`src/rtl/result_collector.sv`:
```
// rtl/result_collector.sv - assembles hi/lo multiplier bytes into 16-bit results and queues them in a FIFO
// Optional per-entry zero/neg flags are built only when RESULT_FLAGS_EN is defined.
module result_collector #(
  parameter int DEPTH = 2
) (
  input  logic        clk,
  input  logic        rst_b,
  input  logic [7:0]  byte_in,
  input  logic        hi_we,
  input  logic        lo_we,
  input  logic        end_op,
  input  logic        out_ready,
  input  logic        err_clr,
  output logic [15:0] out_data,
  output logic        out_valid,
  output logic        full,
  output logic        seq_err,
  output logic        ovf,
  output logic        out_zero,
  output logic        out_neg
);
  localparam int AW = $clog2(DEPTH);
  localparam int CW = AW + 1;

  localparam logic [1:0] S_HI  = 2'd0;
  localparam logic [1:0] S_LO  = 2'd1;
  localparam logic [1:0] S_CMT = 2'd2;

  logic [1:0]    r_state;
  logic [7:0]    r_hi;
  logic [7:0]    r_lo;
  logic [AW-1:0] r_wptr;
  logic [AW-1:0] r_rptr;
  logic [CW-1:0] r_cnt;
  logic [15:0]   r_mem [DEPTH];
  logic          r_seq_err;
  logic          r_ovf;

  logic [1:0] w_next;
  logic       w_err;
  logic       w_discard;
  logic       w_ld_hi;
  logic       w_ld_lo;
  logic       w_push_req;
  logic       w_full;
  logic       w_empty;
  logic       w_pop;
  logic       w_push;
  logic       w_drop;
  logic [15:0] w_word;

  // Simultaneous hi/lo strobes outrank every state-specific rule.
  always_comb begin
    w_next     = r_state;
    w_err      = 1'b0;
    w_discard  = 1'b0;
    w_ld_hi    = 1'b0;
    w_ld_lo    = 1'b0;
    w_push_req = 1'b0;
    if (hi_we && lo_we) begin
      w_err     = 1'b1;
      w_discard = 1'b1;
      w_next    = S_HI;
    end else begin
      case (r_state)
        S_HI: begin
          if (lo_we || end_op) begin
            w_err     = 1'b1;
            w_discard = 1'b1;
          end else if (hi_we) begin
            w_ld_hi = 1'b1;
            w_next  = S_LO;
          end
        end
        S_LO: begin
          if (end_op) begin
            w_err     = 1'b1;
            w_discard = 1'b1;
            w_next    = S_HI;
          end else if (lo_we) begin
            w_ld_lo = 1'b1;
            w_next  = S_CMT;
          end else if (hi_we) begin
            w_ld_hi = 1'b1;
          end
        end
        S_CMT: begin
          if (hi_we || lo_we) w_err = 1'b1;
          if (end_op) begin
            w_push_req = 1'b1;
            w_next     = S_HI;
          end
        end
        default: w_next = S_HI;
      endcase
    end
  end

  assign w_word  = {r_hi, r_lo};
  assign w_full  = (r_cnt == CW'(DEPTH));
  assign w_empty = (r_cnt == '0);
  assign w_pop   = !w_empty && out_ready;
  // A full FIFO still accepts a push when the head leaves in the same cycle.
  assign w_push  = w_push_req && (!w_full || w_pop);
  assign w_drop  = w_push_req && w_full && !w_pop;

  always_ff @(posedge clk or posedge rst_b) begin
    if (rst_b) begin
      r_state   <= S_HI;
      r_hi      <= '0;
      r_lo      <= '0;
      r_seq_err <= 1'b0;
      r_ovf     <= 1'b0;
    end else begin
      r_state <= w_next;
      if (w_discard) begin
        r_hi <= '0;
        r_lo <= '0;
      end else begin
        if (w_ld_hi) r_hi <= byte_in;
        if (w_ld_lo) r_lo <= byte_in;
      end
      if (w_err)        r_seq_err <= 1'b1;
      else if (err_clr) r_seq_err <= 1'b0;
      if (w_drop)       r_ovf <= 1'b1;
      else if (err_clr) r_ovf <= 1'b0;
    end
  end

  always_ff @(posedge clk or posedge rst_b) begin
    if (rst_b) begin
      r_wptr <= '0;
      r_rptr <= '0;
      r_cnt  <= '0;
      for (int i = 0; i < DEPTH; i++) r_mem[i] <= '0;
    end else begin
      if (w_push) begin
        r_mem[r_wptr] <= w_word;
        r_wptr        <= r_wptr + 1'b1;
      end
      if (w_pop) r_rptr <= r_rptr + 1'b1;
      case ({w_push, w_pop})
        2'b10:   r_cnt <= r_cnt + 1'b1;
        2'b01:   r_cnt <= r_cnt - 1'b1;
        default: r_cnt <= r_cnt;
      endcase
    end
  end

  assign out_data  = w_empty ? 16'h0000 : r_mem[r_rptr];
  assign out_valid = !w_empty;
  assign full      = w_full;
  assign seq_err   = r_seq_err;
  assign ovf       = r_ovf;

`ifdef RESULT_FLAGS_EN
  logic [1:0] r_flg [DEPTH];

  always_ff @(posedge clk or posedge rst_b) begin
    if (rst_b) begin
      for (int i = 0; i < DEPTH; i++) r_flg[i] <= '0;
    end else if (w_push) begin
      r_flg[r_wptr] <= {(w_word == 16'h0000), r_hi[7]};
    end
  end

  assign out_zero = !w_empty && r_flg[r_rptr][1];
  assign out_neg  = !w_empty && r_flg[r_rptr][0];
`else
  assign out_zero = 1'b0;
  assign out_neg  = 1'b0;
`endif

endmodule

```
`config.mk`:
```
export PLATFORM = sky130hd
export DESIGN_NAME = result_collector
export DESIGN_NICKNAME = d
export VERILOG_FILES = /design/src/rtl/result_collector.sv
export SDC_FILE = /design/constraint.sdc
export NUM_CORES = 1
export LEC_CHECK = 0
export CAP_MARGIN = 40
export CORE_MARGIN = 2
export CORE_UTILIZATION = 45
export DETAILED_ROUTE_END_ITERATION = 10
export PLACE_DENSITY = 0.68
export REMOVE_ABC_BUFFERS = 1
export SLEW_MARGIN = 20
export SYNTH_ARGS = -nofsm -noshare
export SYNTH_HDL_FRONTEND = slang
export SYNTH_SLANG_ARGS = --single-unit
```
`constraint.sdc`:
```
create_clock -name clk -period 2.15 [get_ports clk]
set_clock_uncertainty 0.1 [all_clocks]
set_input_delay 0.5375 -clock clk [delete_from_list [all_inputs] [get_ports clk]]
set_output_delay 0.5375 -clock clk [all_outputs]
set_load 0.01 [all_outputs]
```
# Word-level counts from Yosys, hierarchy flattened
# Index checks and enable logic that the tools add are counted.
# Widths: inputs -> output; s select.
[totals] reg_bits=56 in_bits=15
[op_classes] n_addsub=4 order_cmp=3 n_eq_ne=9 muxes=41 bitwise_logic=2 reduce_logical=20
[op_table] op="$mux 16" n=5
[op_table] op="$bwmux 32" n=1
[op_table] op="$mux 8" n=4
[op_table] op="$mux 1" n=19
[op_table] op="$demux 16 s1" n=1
[op_table] op="$mux 2" n=6
[op_table] op="$reduce_bool 2->1" n=5
[op_table] op="$ne 3x3->1 const B" n=3
[op_table] op="$eq 2x2->1 const B" n=3
[op_table] op="$logic_and 1x1->1" n=6
[op_table] op="$pmux 2 s3" n=1
[op_table] op="$eq 2x1->1 const B" n=2
[op_table] op="$ge 2x2->1 const B" n=2
[op_table] op="$logic_not 2->1" n=2
[op_table] op="$ne 4x4->1 const B" n=1
[op_table] op="$not 1->2" n=2
[op_table] op="$pmux 1 s2" n=2
[op_table] op="$pmux 2 s2" n=1
[op_table] op="$reduce_and 4->1" n=1
[op_table] op="$logic_not 1->1" n=3
[op_table] op="$logic_or 1x1->1" n=3
[op_table] op="$pmux 1 s3" n=1
[op_table] op="$add 1x1->1 const B" n=2
[op_table] op="$add 2x1->2 const B" n=1
[op_table] op="other kinds (2)" n=2

# Depth between registers and ports, before layout
[logic_depth] word_depth=7 depth_mapped=6 ltp_nobuf=6

# Worst setup path before layout
# OpenSTA, ideal clock, no wires.
[synth_timing] path_type="input to register" start="input port out_ready" end="register r_mem[0] in the netlist's numbering" setup_ns=0.125 arrival_ns=1.733 setup_slack_ns=0.192 cell_stages=6 n_path_buf=2 cell_sequence="or3b_1 -> nand4_4 -> or2_1 -> buf_6 -> buf_12 -> mux2_4"
[synth_via] elab_chain_cells=3
[synth_rtl] element="start: declaration" line="12" source="input logic out_ready,"
[synth_rtl] element="$logic_and 1x1->1" line="102" source="assign w_pop = !w_empty && out_ready;"
[synth_rtl] element="$logic_or 1x1->1" line="104" source="assign w_push = w_push_req && (!w_full || w_pop);"
[synth_rtl] element="$logic_and 1x1->1" line="104"
[synth_rtl] element="end signal: indexed assignment" line="138" source="r_mem[r_wptr] <= w_word;"
[synth_rtl] element="end: declaration" line="35" source="logic [15:0] r_mem [DEPTH];"
# Every way passes these cells.
# A chain may end at the register's enable or synchronous reset.

# Worst setup path after layout
[layout_timing] start="input port out_ready" end="register r_mem[14] in the netlist's numbering"
# Same word-level chain as after synthesis.

==> results.cfg <==
[grt]
antenna_found_initial = 0
grt_pass1_wl_mm = 8.65
top_usage_layer = met2
grt_pass1_vias = 1778
grt_util_met3 = 0.0328
grt_use_total = 0.179
use_met2 = 0.300
grt_max_degree = 57
grt_overflow = 0
gr-usage-met1 = 0.234

[power]
p_int_mw = 1.95
p_sw_uw = 728
power_leakage_nw = 1.71
swShare = 0.272
seqPwrFrac = 0.431
clockPowerShare = 0.310
combPwrFrac = 0.259
power_density_nw_per_um2 = 794
ir_drop_uv = 469

[timing]
drv_slew = 0
finalSetupViolations = 0
fin_crit_ns = 2.13
finalCritPeriodShare = 0.989
whs_ns = 0.413
setup_slack_ns = 0.0243
finalHoldViolCount = 0
rsz0062_at_grt = false
timing.fmax_mhz = 470
relSlewSlack = 0.653
tightest_slew_ns = 0.520

[cts]
cts_made_buffers = 5
clkSinkCount = 56
cts_max_level = 2
clk_latency_ns = 0.32
cts_buffer_depth = 2
cts_tree = yes
hold_buffers = 0
cts_root_buf = clkbuf_8
clk_pin_slew_worst_paths_ns = 0.10

[run]
drv_cap = 0

[final_layout]
final_common_cell = dfrtp_1
instances_no_fill = 343
design_area_um2 = 3370
most-common-layout-cells = dfrtp_1 (55), nor2_1 (27), mux2_2 (22), mux2i_1 (22), buf_4 (22)
n_antenna_cell = 0
drive_gt1_frac = 0.295
final_util = 0.613
area_growth_pct = 31.6
num-nets-final = 286

[setup_path]
crit_fanout = 8
critical_path_class = primary input to flip-flop
reg2reg_slack_ns = 0.10
slowest_stage = clkdlybuf4s50_1
crit_end = r_mem[14]
crit_chain = clkdlybuf4s50_1 > or3b_4 > nand4_4 > buf_4 > or2_4 > buf_12 > mux2_2
cp.arrival_ns = 2.23
end_kind = flip-flop
cp-start-kind = primary input
timing.rr.start = r_cnt[1]
crit_path_start = out_ready
worst_path_largest_cell_delay_ns = 0.42
rr_endpoint = r_mem[16]
required_ns = 2.25
r2r_cells = 6

[place]
numPortBuffers = 34
dp.cells = 326
placed_cell_area_um2 = 3110
post-place-ws_ns = -0.495
place.gp.congestion = 0.770
hpwlAfterDp_mm = 3.25

[yosys]
synth_warnings = 0
synthesis.area_um2 = 2560
synth_top_family_by_area = multiplexers
ys_types = 34
synth_simple_gate_area_share = 0.111
yosys.area_share.adder = 0.00488
seq_area_frac_synth = 0.546
synthCells = 210
avgSynthCellArea_um2 = 12.2
synthXorXnorAreaFrac = 0.0171
synth_mux_area_frac = 0.249
synth-compound-area-share = 0.0322
synth-seq-cells = 56

[floorplan]
rows = 27
design.die.area_um2 = 6320
die_w_um = 79.5
io_pins = 37
initial_utilization = 0.466
core_um2 = 5510
die_y_um = 79.5

[worst_hold_path]
worstHoldPathType = flip-flop to flip-flop

[detailed_routing]
drtPass1Iterations = 4
viasPerCell = 5.01
wire_per_inst_um = 14.6
drc_errors = 0
first_iter_violations = 77
ant_nets = 0
num_vias = 1718
wirelength_mm = 5.00

[run_status]
status = completed
## sequential cells by signal, summed over array words and instances (netlist names)
signal   cells
r_rptr       1
r_cnt        2
r_mem       32
r_wptr       1
r_state      2
r_lo         8
ovf          1
seq_err      1
r_hi         8
## how the worst min path moves through the flow
stage	startpoint	end	slack (ns)	depth (start not counted)
floorplan	r_cnt[1]	r_cnt[1]	0.37	1
global placement	r_mem[14]	r_mem[14]	0.39	1
detailed placement	r_mem[12]	r_mem[12]	0.39	1
CTS	r_mem[12]	r_mem[12]	0.42	1
global route	r_mem[13]	r_mem[13]	0.43	1
finish	r_mem[12]	r_mem[12]	0.41	1
## cell usage after synthesis
cell type,instances,area (um^2)
dfrtp_1,56,1400
nor2_1,28,105
mux2i_1,24,240
mux2_2,22,248
nand2_1,18,67.6
a21oi_1,11,55.1
mux2_4,10,150
inv_1,5,18.8
clkbuf_1,4,15.0
buf_4,3,22.5
xnor2_1,3,26.3
buf_2,2,10.0
nand2b_1,2,12.5
xor2_1,2,17.5
and2_1,1,6.26
and2b_1,1,7.51
and2b_4,1,10.0
buf_12,1,20.0
buf_6,1,11.3
conb_1,1,3.75
ha_1,1,12.5
nand3_1,1,5.00
nand4_4,1,21.3
nand4b_1,1,8.76
nor2_2,1,6.26
nor2b_1,1,6.26
nor3_1,1,5.00
nor4b_1,1,8.76
o2111ai_1,1,8.76
o21a_1,1,7.51
o21ai_1,1,5.00
o22ai_1,1,6.26
or2_1,1,6.26
or3b_1,1,8.76
## worst max-delay path, delay by kind of cell
| family | cells | cell delay [ns] |
|---|---|---|
| buffers and inverters | 3 | 0.68 |
| muxes | 1 | 0.34 |
| and+or+nand+nor | 3 | 0.66 |
## logic make-up (layout without fill, tap and decap cells)
| group | after synthesis | in the layout |
|---|---|---|
| compound gates | 15 | 15 |
| xor+xnor | 5 | 5 |
| other cells | 1 | 2 |
| mux | 56 | 56 |
| fa+ha+maj | 1 | 1 |
| flops | 56 | 56 |
| simple gates | 60 | 60 |
| buf+inv | 16 | 76 |
## area by class of cell
class / count / area, um^2
inverters: 5 / 18.8
clock inverters: 3 / 68.8
multi-input cells: 139 / 1100
well taps: 72 / 90.1
repair buffers: 63 / 622
flip-flops and latches: 56 / 1400
fillers: 449 / 2130
clock buffers: 5 / 68.8
## metrics by stage
step                       TNS, ns  power [mW]
after global routing             0        2.81
after global placement      -13.00        1.70
final                            0        2.68
after detailed placement    -14.04        1.70
after floorplan             -0.963        1.46
after CTS                 -0.00207        2.62
## layer usage
layer  share of wire  vias to the layer above  wire length, um
met4           0.015                        0               76
met2            0.49                       43             2440
met1            0.46                      845             2310
li1                -                      825                -
met3           0.036                        5              179
met5               0                        -                0
## power groups by stage
| stage | registers [mW] | clock network (mW) | logic, mW |
|---|---|---|---|
| floorplan | 1.21 | 0 | 0.247 |
| CTS | 1.14 | 0.842 | 0.638 |
| finish | 1.16 | 0.831 | 0.694 |
| global placement | 1.18 | 0 | 0.523 |
| detailed placement | 1.18 | 0 | 0.521 |
| global route | 1.17 | 0.893 | 0.754 |
## timing repair
action | CTS | global route
cloned | 1 | 0
hold endpoints to repair | 0 | 0
pin swaps | 1 | 3
buffers inserted | 6 | 2
endpoints found under the setup margin | 43 | 17
gates resized for setup | 25 | 20
(Power assumes the default switching activity.)
